[config.mk]
export PLATFORM = sky130hd
export DESIGN_NAME = ahb_master_if_flat
export DESIGN_NICKNAME = d
export VERILOG_FILES = /design/src/rtl/ahb_master_if_pkg.sv /design/src/rtl/ahb_master_if_if.sv /design/src/rtl/ahb_master_if.sv /design/src/flat_wrapper.sv
export SDC_FILE = /design/constraint.sdc
export NUM_CORES = 1
export LEC_CHECK = 0
export BUFFER_PORTS_ARGS = -buffer_cell sky130_fd_sc_hd__buf_2
export CAP_MARGIN = 5
export CORE_MARGIN = 1
export CORE_UTILIZATION = 46
export CTS_CLUSTER_DIAMETER = 40
export CTS_CLUSTER_SIZE = 20
export DETAILED_ROUTE_END_ITERATION = 10
export HOLD_SLACK_MARGIN = 0.03
export PLACE_DENSITY_LB_ADDON = 0.1
export SLEW_MARGIN = 10
export SYNTH_ARGS = -nofsm -noshare
export SYNTH_HDL_FRONTEND = slang
export SYNTH_SLANG_ARGS = --single-unit
[constraint.sdc]
create_clock -name HCLK -period 1.6 [get_ports HCLK]
set_input_delay 0.24 -clock HCLK [delete_from_list [all_inputs] [get_ports HCLK]]
set_output_delay 0.24 -clock HCLK [all_outputs]
set_load 0.005 [all_outputs]
[src/rtl/ahb_master_if_pkg.sv]
// Shared AHB encodings (HTRANS, HRESP, HBURST) and FSM state constants for the
// single-transfer AHB master front end.
package ahb_master_if_pkg;

    localparam logic [1:0] HTRANS_IDLE   = 2'b00;
    localparam logic [1:0] HTRANS_NONSEQ = 2'b10;

    localparam logic [1:0] HRESP_OKAY  = 2'b00;
    localparam logic [1:0] HRESP_ERROR = 2'b01;
    localparam logic [1:0] HRESP_RETRY = 2'b10;
    localparam logic [1:0] HRESP_SPLIT = 2'b11;

    localparam logic [2:0] HBURST_SINGLE = 3'b000;

    localparam logic [1:0] ST_IDLE = 2'd0;
    localparam logic [1:0] ST_REQ  = 2'd1;
    localparam logic [1:0] ST_ADDR = 2'd2;
    localparam logic [1:0] ST_DATA = 2'd3;

    // RETRY and SPLIT both mean "same command must be re-arbitrated and re-issued"
    function automatic logic resp_is_reissue(input logic [1:0] resp);
        return (resp == HRESP_RETRY) || (resp == HRESP_SPLIT);
    endfunction

endpackage

[src/rtl/ahb_master_if_if.sv]
// AHB master-side bus bundle: arbiter handshake plus address/data phase signals.
interface ahb_master_if_if #(
    parameter int unsigned ADDR_W = 32,
    parameter int unsigned DATA_W = 32
);
    logic              HBUSREQ_o;
    logic              HLOCK_o;
    logic              HGRANT_i;
    logic              HREADY_i;
    logic [1:0]        HRESP_i;
    logic [DATA_W-1:0] HRDATA_i;
    logic [ADDR_W-1:0] HADDR_o;
    logic [1:0]        HTRANS_o;
    logic              HWRITE_o;
    logic [2:0]        HSIZE_o;
    logic [2:0]        HBURST_o;
    logic [DATA_W-1:0] HWDATA_o;

    modport master (
        output HBUSREQ_o, HLOCK_o, HADDR_o, HTRANS_o, HWRITE_o, HSIZE_o, HBURST_o, HWDATA_o,
        input  HGRANT_i, HREADY_i, HRESP_i, HRDATA_i
    );

    modport slave (
        input  HBUSREQ_o, HLOCK_o, HADDR_o, HTRANS_o, HWRITE_o, HSIZE_o, HBURST_o, HWDATA_o,
        output HGRANT_i, HREADY_i, HRESP_i, HRDATA_i
    );
endinterface

[src/rtl/ahb_master_if.sv]
// Single-transfer AHB master: core command -> bus request, address and data phases, ack.
// Build option AHB_MST_RETRY_LIMIT_EN bounds RETRY/SPLIT re-issues at MAX_RETRY.
module ahb_master_if
    import ahb_master_if_pkg::*;
#(
    parameter int unsigned ADDR_W = 32,
    parameter int unsigned DATA_W = 32
`ifdef AHB_MST_RETRY_LIMIT_EN
    ,
    parameter int unsigned MAX_RETRY = 15
`endif
) (
    input  logic              HCLK,
    input  logic              rst_n,
    input  logic              req_i,
    input  logic              we_i,
    input  logic [ADDR_W-1:0] addr_i,
    input  logic [DATA_W-1:0] wdata_i,
    input  logic [2:0]        size_i,
    input  logic              lock_i,
    output logic              busy_o,
    output logic              ack_o,
    output logic              err_o,
    output logic [DATA_W-1:0] rdata_o,
    ahb_master_if_if.master   bus
);

    logic [1:0]        state_q, state_nxt;

    logic              cmd_we_q;
    logic [ADDR_W-1:0] cmd_addr_q;
    logic [DATA_W-1:0] cmd_wdata_q;
    logic [2:0]        cmd_size_q;
    logic              cmd_lock_q;

    logic              busy_q, busy_nxt;
    logic              ack_q, ack_nxt;
    logic              err_q, err_nxt;
    logic [DATA_W-1:0] rdata_q, rdata_nxt;
    logic              busreq_q, busreq_nxt;
    logic              hlock_q, hlock_nxt;
    logic [ADDR_W-1:0] haddr_q, haddr_nxt;
    logic [1:0]        htrans_q, htrans_nxt;
    logic              hwrite_q, hwrite_nxt;
    logic [2:0]        hsize_q, hsize_nxt;
    logic [DATA_W-1:0] hwdata_q, hwdata_nxt;

    logic              accept_c;
    logic              retry_ok_c;

    assign accept_c = (state_q == ST_IDLE) && req_i;

`ifdef AHB_MST_RETRY_LIMIT_EN
    localparam int unsigned RETRY_CNT_W = 4;
    logic [RETRY_CNT_W-1:0] retry_cnt_q;

    // Re-issue allowed only while one more attempt keeps the count within MAX_RETRY
    assign retry_ok_c = (retry_cnt_q != RETRY_CNT_W'(MAX_RETRY));

    always_ff @(posedge HCLK or negedge rst_n) begin
        if (!rst_n) begin
            retry_cnt_q <= '0;
        end else if (state_q == ST_IDLE) begin
            retry_cnt_q <= '0;
        end else if ((state_q == ST_DATA) && bus.HREADY_i &&
                     resp_is_reissue(bus.HRESP_i) && retry_ok_c) begin
            retry_cnt_q <= retry_cnt_q + RETRY_CNT_W'(1);
        end
    end
`else
    assign retry_ok_c = 1'b1;
`endif

    // Command latch: captured only when a request is accepted in IDLE
    always_ff @(posedge HCLK or negedge rst_n) begin
        if (!rst_n) begin
            cmd_we_q    <= 1'b0;
            cmd_addr_q  <= '0;
            cmd_wdata_q <= '0;
            cmd_size_q  <= '0;
            cmd_lock_q  <= 1'b0;
        end else if (accept_c) begin
            cmd_we_q    <= we_i;
            cmd_addr_q  <= addr_i;
            cmd_wdata_q <= wdata_i;
            cmd_size_q  <= size_i;
            cmd_lock_q  <= lock_i;
        end
    end

    always_ff @(posedge HCLK or negedge rst_n) begin
        if (!rst_n) begin
            state_q  <= ST_IDLE;
            busy_q   <= 1'b0;
            ack_q    <= 1'b0;
            err_q    <= 1'b0;
            rdata_q  <= '0;
            busreq_q <= 1'b0;
            hlock_q  <= 1'b0;
            haddr_q  <= '0;
            htrans_q <= HTRANS_IDLE;
            hwrite_q <= 1'b0;
            hsize_q  <= '0;
            hwdata_q <= '0;
        end else begin
            state_q  <= state_nxt;
            busy_q   <= busy_nxt;
            ack_q    <= ack_nxt;
            err_q    <= err_nxt;
            rdata_q  <= rdata_nxt;
            busreq_q <= busreq_nxt;
            hlock_q  <= hlock_nxt;
            haddr_q  <= haddr_nxt;
            htrans_q <= htrans_nxt;
            hwrite_q <= hwrite_nxt;
            hsize_q  <= hsize_nxt;
            hwdata_q <= hwdata_nxt;
        end
    end

    // Next-state and next-output logic; all outputs hold unless a transition updates them
    always_comb begin
        state_nxt  = state_q;
        ack_nxt    = 1'b0;
        err_nxt    = 1'b0;
        rdata_nxt  = rdata_q;
        busreq_nxt = busreq_q;
        hlock_nxt  = hlock_q;
        haddr_nxt  = haddr_q;
        htrans_nxt = htrans_q;
        hwrite_nxt = hwrite_q;
        hsize_nxt  = hsize_q;
        hwdata_nxt = hwdata_q;

        case (state_q)
            ST_IDLE: begin
                if (req_i) begin
                    busreq_nxt = 1'b1;
                    hlock_nxt  = lock_i;
                    state_nxt  = ST_REQ;
                end
            end
            ST_REQ: begin
                if (bus.HGRANT_i && bus.HREADY_i) begin
                    htrans_nxt = HTRANS_NONSEQ;
                    haddr_nxt  = cmd_addr_q;
                    hwrite_nxt = cmd_we_q;
                    hsize_nxt  = cmd_size_q;
                    state_nxt  = ST_ADDR;
                end
            end
            ST_ADDR: begin
                if (bus.HREADY_i) begin
                    htrans_nxt = HTRANS_IDLE;
                    hwdata_nxt = cmd_wdata_q;
                    busreq_nxt = cmd_lock_q;
                    state_nxt  = ST_DATA;
                end
            end
            ST_DATA: begin
                // HREADY low covers both OKAY wait states and the first cycle of a two-cycle response
                if (bus.HREADY_i) begin
                    if (bus.HRESP_i == HRESP_OKAY) begin
                        ack_nxt    = 1'b1;
                        if (!cmd_we_q) rdata_nxt = bus.HRDATA_i;
                        busreq_nxt = 1'b0;
                        hlock_nxt  = 1'b0;
                        state_nxt  = ST_IDLE;
                    end else if (resp_is_reissue(bus.HRESP_i) && retry_ok_c) begin
                        busreq_nxt = 1'b1;
                        state_nxt  = ST_REQ;
                    end else begin
                        ack_nxt    = 1'b1;
                        err_nxt    = 1'b1;
                        busreq_nxt = 1'b0;
                        hlock_nxt  = 1'b0;
                        state_nxt  = ST_IDLE;
                    end
                end
            end
        endcase

        busy_nxt = (state_nxt != ST_IDLE);
    end

    assign busy_o        = busy_q;
    assign ack_o         = ack_q;
    assign err_o         = err_q;
    assign rdata_o       = rdata_q;
    assign bus.HBUSREQ_o = busreq_q;
    assign bus.HLOCK_o   = hlock_q;
    assign bus.HADDR_o   = haddr_q;
    assign bus.HTRANS_o  = htrans_q;
    assign bus.HWRITE_o  = hwrite_q;
    assign bus.HSIZE_o   = hsize_q;
    assign bus.HBURST_o  = HBURST_SINGLE;
    assign bus.HWDATA_o  = hwdata_q;

endmodule

[src/flat_wrapper.sv]
// flat-port wrapper written by rule: the top's interface ports become plain ports
module ahb_master_if_flat import ahb_master_if_pkg::*;
#(
    parameter int unsigned ADDR_W = 32,
    parameter int unsigned DATA_W = 32

)
  (HCLK, rst_n, req_i, we_i, addr_i, wdata_i, size_i, lock_i, busy_o, ack_o, err_o, rdata_o, bus_HBUSREQ_o, bus_HLOCK_o, bus_HADDR_o, bus_HTRANS_o, bus_HWRITE_o, bus_HSIZE_o, bus_HBURST_o, bus_HWDATA_o, bus_HGRANT_i, bus_HREADY_i, bus_HRESP_i, bus_HRDATA_i);
  ahb_master_if_if #(.ADDR_W(ADDR_W), .DATA_W(DATA_W)) bus_i ();
  input  logic HCLK;
  input  logic rst_n;
  input  logic req_i;
  input  logic we_i;
  input  logic [ADDR_W-1:0] addr_i;
  input  logic [DATA_W-1:0] wdata_i;
  input  logic [2:0] size_i;
  input  logic lock_i;
  output logic busy_o;
  output logic ack_o;
  output logic err_o;
  output logic [DATA_W-1:0] rdata_o;
  output wire logic [$bits(bus_i.HBUSREQ_o)-1:0] bus_HBUSREQ_o;
  output wire logic [$bits(bus_i.HLOCK_o)-1:0] bus_HLOCK_o;
  output wire logic [$bits(bus_i.HADDR_o)-1:0] bus_HADDR_o;
  output wire logic [$bits(bus_i.HTRANS_o)-1:0] bus_HTRANS_o;
  output wire logic [$bits(bus_i.HWRITE_o)-1:0] bus_HWRITE_o;
  output wire logic [$bits(bus_i.HSIZE_o)-1:0] bus_HSIZE_o;
  output wire logic [$bits(bus_i.HBURST_o)-1:0] bus_HBURST_o;
  output wire logic [$bits(bus_i.HWDATA_o)-1:0] bus_HWDATA_o;
  input wire logic [$bits(bus_i.HGRANT_i)-1:0] bus_HGRANT_i;
  input wire logic [$bits(bus_i.HREADY_i)-1:0] bus_HREADY_i;
  input wire logic [$bits(bus_i.HRESP_i)-1:0] bus_HRESP_i;
  input wire logic [$bits(bus_i.HRDATA_i)-1:0] bus_HRDATA_i;
  assign bus_HBUSREQ_o = bus_i.HBUSREQ_o;
  assign bus_HLOCK_o = bus_i.HLOCK_o;
  assign bus_HADDR_o = bus_i.HADDR_o;
  assign bus_HTRANS_o = bus_i.HTRANS_o;
  assign bus_HWRITE_o = bus_i.HWRITE_o;
  assign bus_HSIZE_o = bus_i.HSIZE_o;
  assign bus_HBURST_o = bus_i.HBURST_o;
  assign bus_HWDATA_o = bus_i.HWDATA_o;
  assign bus_i.HGRANT_i = bus_HGRANT_i;
  assign bus_i.HREADY_i = bus_HREADY_i;
  assign bus_i.HRESP_i = bus_HRESP_i;
  assign bus_i.HRDATA_i = bus_HRDATA_i;
  ahb_master_if #(.ADDR_W(ADDR_W), .DATA_W(DATA_W)) u_core (.HCLK(HCLK), .rst_n(rst_n), .req_i(req_i), .we_i(we_i), .addr_i(addr_i), .wdata_i(wdata_i), .size_i(size_i), .lock_i(lock_i), .busy_o(busy_o), .ack_o(ack_o), .err_o(err_o), .rdata_o(rdata_o), .bus(bus_i));
endmodule
Word-level counts from Yosys, hierarchy flattened
Index checks and enable logic that the tools add are counted.
{ "word_totals": {"reg_bits": 178, "output_inout_bits": 110, "elab_cells": 71, "inputBits": 108} }
{ "classes": {"bitwise": 1, "eq_ne": 10, "muxes": 28, "reduce_logical": 15} }
{ "op_table": {"columns": ["op", "count"], "rows": [
  ["2-to-1 mux 1 bit", 17],
  ["2-to-1 mux 2 bit", 7],
  ["AND reduction 4 bit", 3],
  ["== test 2 bit (second input constant)", 4],
  ["one-hot mux 2 bit (4 select lines)", 1],
  ["!= test 2 bit (second input constant)", 3],
  ["nonzero test 2 bit", 3],
  ["logical NOT 2 bit", 2],
  ["one-hot mux 2 bit (2 select lines)", 1],
  ["AND reduction 2 bit", 2],
  ["!= test 3 x 2 -> 1 bit (second input constant)", 1],
  ["one-hot mux 1 bit (3 select lines)", 1],
  ["AND reduction 3 bit", 1],
  ["nonzero test 3 bit", 1],
  ["== test 2 x 1 -> 1 bit (second input constant)", 1],
  ["logical AND 1 bit", 2],
  ["!= test 2 x 1 -> 1 bit (second input constant)", 1],
  ["one-hot mux 1 bit (2 select lines)", 1],
  ["logical OR 1 bit", 1],
  ["NOT 1 bit", 1]
]} }

Logic depth before layout (Yosys ltp)
Gate-level depths: netlist of run 1.
{ "depth": {"depth_word": 7, "ltp_mapped": 7, "ltp_nobuf": 6} }

Least setup slack after synthesis of run 1
OpenSTA, ideal clock, no wires.
{ "synth_path": {"path_type": "reg-to-reg", "start": "reg u_core.state_q[0]", "end": "reg u_core.hwdata_q[0] (netlist: u_core.bus.HWDATA_o[0])", "t_arrival_ns": 1.500, "synth_period_minus_slack_ns": 1.625, "setup_time_ns": 0.125, "path_slack_ns": -0.025, "n_path_buf": 2, "stages_incl_launch_ff": 7, "required_time_ns": 1.475, "path_cell_list": "dfrtp_1 > inv_1 > ha_1 > buf_2 > nand2_1 > buf_2 > mux2_2"} }
{ "synth_between": {"elab_chain_cells": 2} }
{ "synth_rtl": {"columns": ["element", "line_no", "rtl"], "rows": [
  ["start: declaration", "ahb_master_if.sv:28", "logic [1:0] state_q, state_nxt;"],
  ["start signal: assignment", "ahb_master_if.sv:106", "state_q <= state_nxt;"],
  ["== test 2 bit", "ahb_master_if.sv:135", "case (state_q)"],
  ["AND reduction 2 bit (no source line)", null, null],
  ["end signal: assignment", "ahb_master_if.sv:117", "hwdata_q <= hwdata_nxt;"],
  ["end: declaration", "ahb_master_if.sv:46", "logic [DATA_W-1:0] hwdata_q, hwdata_nxt;"]
]} }
Every way passes these cells.
A chain may end at the register's enable or synchronous reset.

Worst setup path after layout of run 1
{ "layout_path": {"start": "reg u_core.state_q[0]", "end": "reg u_core.busy_q (netlist: u_core.busy_o)"} }
{ "layout_between": {"elab_chain_cells": 3, "elab_cells_between_ends": 10, "cone_classes": "eq/ne (3); mux (5); reduce/logical (2)"} }
{ "layout_rtl": {"columns": ["element", "line_no", "rtl"], "rows": [
  ["== test 2 bit, or another cell as far along", "ahb_master_if.sv:135", null],
  ["one-hot mux 2 bit (4 select lines) (*)", "ahb_master_if.sv:135", null],
  ["named net u_core.state_nxt[1]", "ahb_master_if.sv:28", null],
  ["nonzero test 2 bit (*)", "ahb_master_if.sv:183", "busy_nxt = (state_nxt != ST_IDLE);"],
  ["named net u_core.busy_nxt", "ahb_master_if.sv:36", "logic busy_q, busy_nxt;"],
  ["end signal: assignment", "ahb_master_if.sv:107", "busy_q <= busy_nxt;"],
  ["end: declaration", "ahb_master_if.sv:36", null]
]} }
The timed path passes the listed nets; every way through them passes the cells marked *.

==> out/qor.txt, run 1 <==
status - complete, no violations
Largest stage delay, worst path - 420 ps
unrepaired setup endpoints after global routing - true
Worst Path Required - 1910 ps
Mapped Cells - 414
Hold Crit Depth - 2
RePlAce Congestion - 0.851
Worst Skew - 10.9 ps
Min Hold Slack - 53.1 ps
hold path endpoint - u_core.cmd_wdata_q[24]
Worst Path Arrival - 1880 ps
Cell Area, Synth - 0.00692 sq mm
Antenna diodes - 0
area grow syn2layout - 37.9%
pin count of the biggest net entering global routing - 56
Iteration-0 DRC Markers - 136
EDFF count, synth - 0
fmax - 0.635 GHz
htree depth - 4
Core Box Area - 0.0146 sq mm
CP Capture Type - flop
HPWL Detailed - 10200 um
Placed Area - 0.00841 sq mm
setup_tns - 0 ps
Worst R2R End - u_core.busy_o
min-delay src - wdata_i[24]
global-route wire length before repair - 24000 um
Layout Cells excl Fill - 895
leakage - 0.00480 uW
DRC violations left - 0
routed len/inst - 16.2 um
Initial Utilization - 0.474
critical path class - flop to flop
worst skew pair latency - 420 ps
DR vias - 4361
Max Root-Sink Buffers - 2
Inst Count DP - 813
# setup viols final - 0
Root Driver - clkbuf_16
TritonCTS clock tree - yes
CTS Buf Count - 17
post-route cell area - 0.00954 sq mm
area of the multi-input gates - 0.00236 sq mm
crit start category - flop
Sink Count - 177
# rows - 44
crit share post-route - 0.984
worst r2r path cells - 7
Via-to-Cell Ratio - 4.87
fin nets - 811
vias in the first global route - 4766
Slew Viols, Final - 0
sequential share of the synthesized area - 0.640
full die area - 0.0155 sq mm
min Tclk post-route - 1570 ps
clock-pin slew on the worst setup and hold paths - 60 ps
top_reg_cell synth - dfrtp_1
Max Cap Viol - 0
Total Wirelength - 14500 um
Antenna Nets Post-Route - 0
yosys warns - 0
worst reg2reg startpoint - u_core.state_q[0]
I/O pins - 218
asr flop ratio synth - 1.00
I/O Buffers - 213
Yosys reg bits - 177
Cell variety after synth - 32
P per Cell Area - 1800 mW/mm^2
share of post-route cells with drive strength above 1 - 0.627
crit-path max FO - 4
final hold viol count - 0
Filler Cell Count - 1082
Die H - 125 um
register area - 0.00443 sq mm
gr usage total - 0.199
total grt overflow - 0
most used cell, CP - buf_4
worst path cell trace - buf_4, ha_2, buf_4, inv_1, a211o_1, o311ai_1, or2_1
maximum vdd drop - 1.03 mV
Chip Width - 125 um
Slowest cell on crit path - dfrtp_1
router iterations before antenna repair - 4
R2R Setup Slk - 30 ps
worst min path class - input pin to flop
Post-Syn Area per Cell - 16.7 sq um
initial antenna violation count - 0
[cell type report]
class / instances / share of cell area
clock buffers: 22 / 0.0518
clock inverters: 10 / 0.0128
inverters: 5 / 0.00197
multi-input cells: 212 / 0.248
flip-flops and latches: 177 / 0.464
well taps: 184 / 0.0241
repair buffers: 285 / 0.197
[sequential cells by signal, summed over array words and instances, names as in the netlist]
register              flops
u_core.bus.HWRITE_o       1
u_core.cmd_lock_q         1
u_core.bus.HLOCK_o        1
u_core.bus.HBUSREQ_o      1
u_core.cmd_addr_q        32
u_core.busy_o             1
u_core.bus.HSIZE_o        3
u_core.err_o              1
u_core.cmd_size_q         3
u_core.cmd_we_q           1
u_core.bus.HTRANS_o       1
u_core.state_q            2
u_core.ack_o              1
u_core.bus.HWDATA_o      32
u_core.rdata_o           32
u_core.bus.HADDR_o       32
u_core.cmd_wdata_q       32
[placed cells by master, fill, tap and decap left out, drive strengths merged, types with 2 or more instances in the layout]
cell,instances
mux2,169
a21oi,5
conb,4
nor2,3
dlygate4sd3,48
clkbuf,22
nor2b,2
nand2b,2
o21ai,4
bufinv,2
clkinvlp,3
buf,237
nand2,6
ha,5
dfrtp,177
clkinv,3
inv,7
[worst max-delay path by stage]
stage | from | endpoint | slack [ps] | cells past startpoint
2_1_floorplan | u_core.state_q[0] | u_core.bus.HWDATA_o[0] | -30 | 6
3_3_place_gp | u_core.state_q[0] | u_core.bus.HLOCK_o | -20 | 6
6_report | u_core.state_q[0] | u_core.busy_o | 30 | 7
5_1_grt | u_core.state_q[0] | u_core.busy_o | -20 | 7
3_5_place_dp | u_core.state_q[1] | u_core.bus.HLOCK_o | -140 | 6
4_1_cts | u_core.state_q[0] | u_core.bus.HADDR_o[19] | 5 | 5
[report_power, final]
group	internal [uW]	leakage [uW]	total [uW]	switching (uW)
registers	6580	0.00215	7590	1010
clock network	2520	0.000295	4220	1700
logic	3360	0.00235	5350	1990
[cells in the mapped netlist, drive strengths merged, types with 2 or more instances]
cell	number	share of area
mux2	169	0.29
o21ai	4	0.0029
inv	5	0.0027
ha	5	0.0090
buf	23	0.022
nand2	6	0.0043
dfrtp	177	0.64
nor2b	2	0.0018
nand2b	2	0.0029
nor2	3	0.0040
a21oi	5	0.0036
[worst max-delay path: cells and delay by family (launching register included)]
kind                     cells  cell delay (ps)
flip-flops                   1              420
buffers and inverters        3              370
AO/OA/AOI/OAI                2              250
AND/OR/NAND/NOR              1              240
adder cells (fa/ha/maj)      1              190
[metrics by stage]
stage	setup WS [ps]	power, uW	util
3_3_place_gp	-21.8	12600	0.576
3_5_place_dp	-137	12900	0.576
2_1_floorplan	-25.1	10500	-
4_1_cts	4.87	17400	0.648
6_report	26.1	17200	0.654
5_1_grt	-21.5	18200	0.654
[cell families (layout without fill, tap and decap cells)]
family,count (synthesis),count (layout),share of synthesized area
AOI/OAI and AO/OA,18,18,0.0172
adders and majority gates,5,5,0.00904
buffers and inverters,28,322,0.0242
DFF,177,177,0.640
muxes,169,169,0.291
other,1,4,0.000542
and+or+nand+nor,16,16,0.0174
[per-layer routing]
| metal | vias up | GRT usage | part of all wire | wire [um] |
|---|---|---|---|---|
| met4 | 0 | 0.0638 | 0.011 | 162 |
| met5 | - | 0 | 0 | 0 |
| met1 | 2212 | 0.236 | 0.42 | 6070 |
| met3 | 11 | 0.0722 | 0.064 | 925 |
| li1 | 2013 | - | - | - |
| met2 | 125 | 0.335 | 0.51 | 7360 |
[timing repair]
action,CTS,global route
pin swaps,0,1
setup buffers,2,0
endpoints found under the hold margin,167,8
endpoints found under the setup margin,71,42
resized for setup,4,3
hold buffers,40,8
gates cloned,0,0
Power figures use the tool's default switching activity.
==> inputs of run 2 (changes only) <==
--- a/config.mk
+++ b/config.mk
@@ -5,6 +5,7 @@
 export SDC_FILE = /design/constraint.sdc
 export NUM_CORES = 1
 export LEC_CHECK = 0
+export ABC_AREA = 1
 export BUFFER_PORTS_ARGS = -buffer_cell sky130_fd_sc_hd__buf_2
 export CAP_MARGIN = 5
 export CORE_MARGIN = 1
==> run 2 against run 1 <==
Fmax up 6.4%. Die area down 1.2%. Synthesized cell count increased by 72%. Setup slack improved by 95 ps. Hold slack worse by 1.2 ps. Area after synthesis decreased by 1.2%. Utilization shrank 5.2 points. Total power fell by 8.1%.
==> out/qor.txt, run 2 <==
min Tclk post-route - 1480 ps (-95.1 ps)
Iteration-0 DRC Markers - 250 (+84%)
fmax - 0.676 GHz (+6.4%)
htree depth - 4 (unchanged)
Cell Area, Synth - 0.00683 sq mm (-1.2%)
router iterations before antenna repair - 4 (unchanged)
RePlAce Congestion - 0.792 (-6.9%)
Worst Path Arrival - 1770 ps (-110 ps)
initial antenna violation count - 1 (+1)
Switching Share - 0.324 (+0.0497)
Post-Synth XOR/XNOR Area - 0 (unchanged)
Clock Power Share - 0.231 (-0.015)
Cell variety after synth - 23 (-28%)
dominant cell type by area after synthesis - dfrtp_1
sequential share of power - 0.463 (+0.021)
area grow syn2layout - 28.1%
CTS Buf Count - 17 (unchanged)
main combinational cell family by area after synthesis - simple AND/OR/NAND/NOR gates
Core Box Area - 0.0145 sq mm (-0.38%)
Hold Crit Depth - 3 (+1)
Worst Skew - 6.42 ps (-4.49 ps)
DR vias - 5429 (+24%)
I/O pins - 218 (unchanged)
critical path class - flop to flop
I/O Buffers - 213 (unchanged)
share of post-route cells with drive strength above 1 - 0.291 (-0.336)
worst skew pair latency - 410 ps (about the same)
commonest non-fill, non-tap cell in the layout - buf_2
most frequent cells in the layout - 212 x buf_2, 177 x dfrtp_1, 156 x nand2_1, 75 x inv_1, 71 x nor2_1
Yosys reg bits - 177 (unchanged)
worst r2r path cells - 6 (-1)
fin util - 0.602 (-0.0520)
yosys warns - 0 (unchanged)
pin count of the biggest net entering global routing - 74 (+32%)
worst min path class - input pin to flop
Root Driver - clkbuf_16
global-route wire length before repair - 24300 um (+0.95%)
Max Cap Viol - 0 (unchanged)
Sw Pwr - 5100 uW (+8.6%)
crit-path max FO - 18 (+14)
Post-Syn Area per Cell - 9.57 sq um (-43%)
HPWL Detailed - 10700 um (+5.6%)
Max Root-Sink Buffers - 2 (unchanged)
unrepaired setup endpoints after global routing - false
# rows - 44 (unchanged)
crit share post-route - 0.924 (-0.0594)
clock-pin slew on the worst setup and hold paths - 60 ps (about the same)
Total Wirelength - 15300 um (+5.2%)
Mapped Cells - 714 (+72%)
P per Cell Area - 1800 mW/mm^2 (+0.24%)
Post-CTS Setup Repair Bufs - 0 (-2)
fin nets - 1044 (+29%)
Synth area leaders - dfrtp_1 65%, nand2_1 8.6%, o21ai_0 5.1%
TritonCTS clock tree - yes
Combinational Power Share - 0.306 (-0.006)
leakage - 0.00490 uW (+2.1%)
full die area - 0.0153 sq mm (-1.2%)
mux cell area share after synthesis - 0.00824 (-0.283)
status - complete, no violations
EDFF count, synth - 0 (unchanged)
DRC violations left - 0 (unchanged)
asr flop ratio synth - 1.00 (unchanged)
Antenna Nets Post-Route - 0 (unchanged)
Worst Path Required - 1890 ps (-20 ps)
commonest cells in the synthesized netlist - 177 x dfrtp_1, 157 x nand2_1, 76 x inv_1, 71 x nor2_1, 70 x o21ai_0
Slew Viols, Final - 0 (unchanged)
final hold viol count - 0 (unchanged)
adder-cell share of the synthesized area - 0.00916 (+0.000113)
Via-to-Cell Ratio - 4.83 (-0.96%)
sequential share of the synthesized area - 0.648 (+0.00797)
CP Capture Type - flop
vias in the first global route - 5156 (+8.2%)
Initial Utilization - 0.470 (-0.00406)
Compound-Gate Fraction of Synth Area - 0.101 (+0.0843)
crit start category - flop
Sink Count - 177 (unchanged)
routed len/inst - 13.6 um (-16%)
top-count cell post-synth - dfrtp_1
P_int - 10700 uW (-14%)
area share of the largest cell type after synthesis - 0.648 (+0.00797)
top_reg_cell synth - dfrtp_1
Synth Area in Simple Gates - 0.160 (+0.142)
total grt overflow - 0 (unchanged)
Die H - 124 um (-0.61%)
gr usage total - 0.206 (+0.00726)
maximum vdd drop - 0.859 mV (-17%)
# setup viols final - 0 (unchanged)
setup_tns - 0 ps (unchanged)
Chip Width - 124 um (-0.61%)
## run 2: repair_timing
action                                  4_1_cts  5_1_grt
hold endpoints to repair                     39        0
gates resized for setup                       0        5
endpoints found under the setup margin        0       46
hold buffers                                  1        0
## run 2: worst paths after layout
kind                               startpoint                endpoint  slack, ps
setup / recovery            u_core.state_q[0]    u_core.cmd_size_q[1]        120
max in group asynchronous               rst_n   u_core.bus.HSIZE_o[0]        670
min in group asynchronous               rst_n  u_core.bus.HADDR_o[11]        320
hold / removal               bus_HRDATA_i[15]      u_core.rdata_o[15]         50
hold reg to reg            u_core.rdata_o[13]      u_core.rdata_o[13]        470
setup reg to reg            u_core.state_q[0]    u_core.cmd_size_q[1]        120
## run 2: through the flow
step / total power [uW] / std cells / hold WS (ps) / area (sq um) / setup slack (ps)
6_report: 15800 / 1125 / 51.9 / 8750 / 121
5_1_grt: 17000 / 1125 / 38.8 / 8750 / 25.7
4_1_cts: 16000 / 1124 / 33.1 / 8730 / 53.4
3_5_place_dp: 12200 / 1095 / 207 / 8210 / 68.1
3_3_place_gp: 11900 / 1095 / 202 / 8210 / 138
2_1_floorplan: 9870 / 717 / -55.6 / 6840 / 114
## run 2: cell families after synthesis
group	count (synthesis)
and+or+nand+nor	271
DFF	177
AOI/OAI and AO/OA	138
buffers and inverters	117
muxes	5
adders and majority gates	5
other	1
## run 2: power groups by stage
stage	Sequential [uW]	Clock (uW)	Combinational [uW]
finish	7310	3650	4820
global route	7560	3910	5560
CTS	7320	3750	4890
detailed placement	7370	0	4860
global placement	7300	0	4640
floorplan	7410	0	2460
## run 2: cell type report
| cell class | count | area, sq um |
|---|---|---|
| Multi-Input combinational cell | 423 | 1940 |
| Inverter | 76 | 285 |
| Tap cell | 184 | 230 |
| Antenna cell | 1 | 2.50 |
| Clock buffer | 23 | 478 |
| Timing Repair Buffer | 236 | 1360 |
| Fill cell | 1309 | 5780 |
| Clock inverter | 5 | 33.8 |
| Sequential cell | 177 | 4430 |
## run 2: layer usage
layer	wire [um]	global-route usage	vias up
li1	-	-	2667
met1	6670	0.265	2596
met2	7190	0.327	153
met3	1250	0.0655	13
met4	165	0.0730	0
met5	0	0	-
## run 2: critical path, cell delays in order, from the launching register on
cell	delay, ps
dfrtp_1	370
inv_1	140
ha_2	290
nand2_8	150
buf_4	210
nor2_1	140
a21oi_1	50
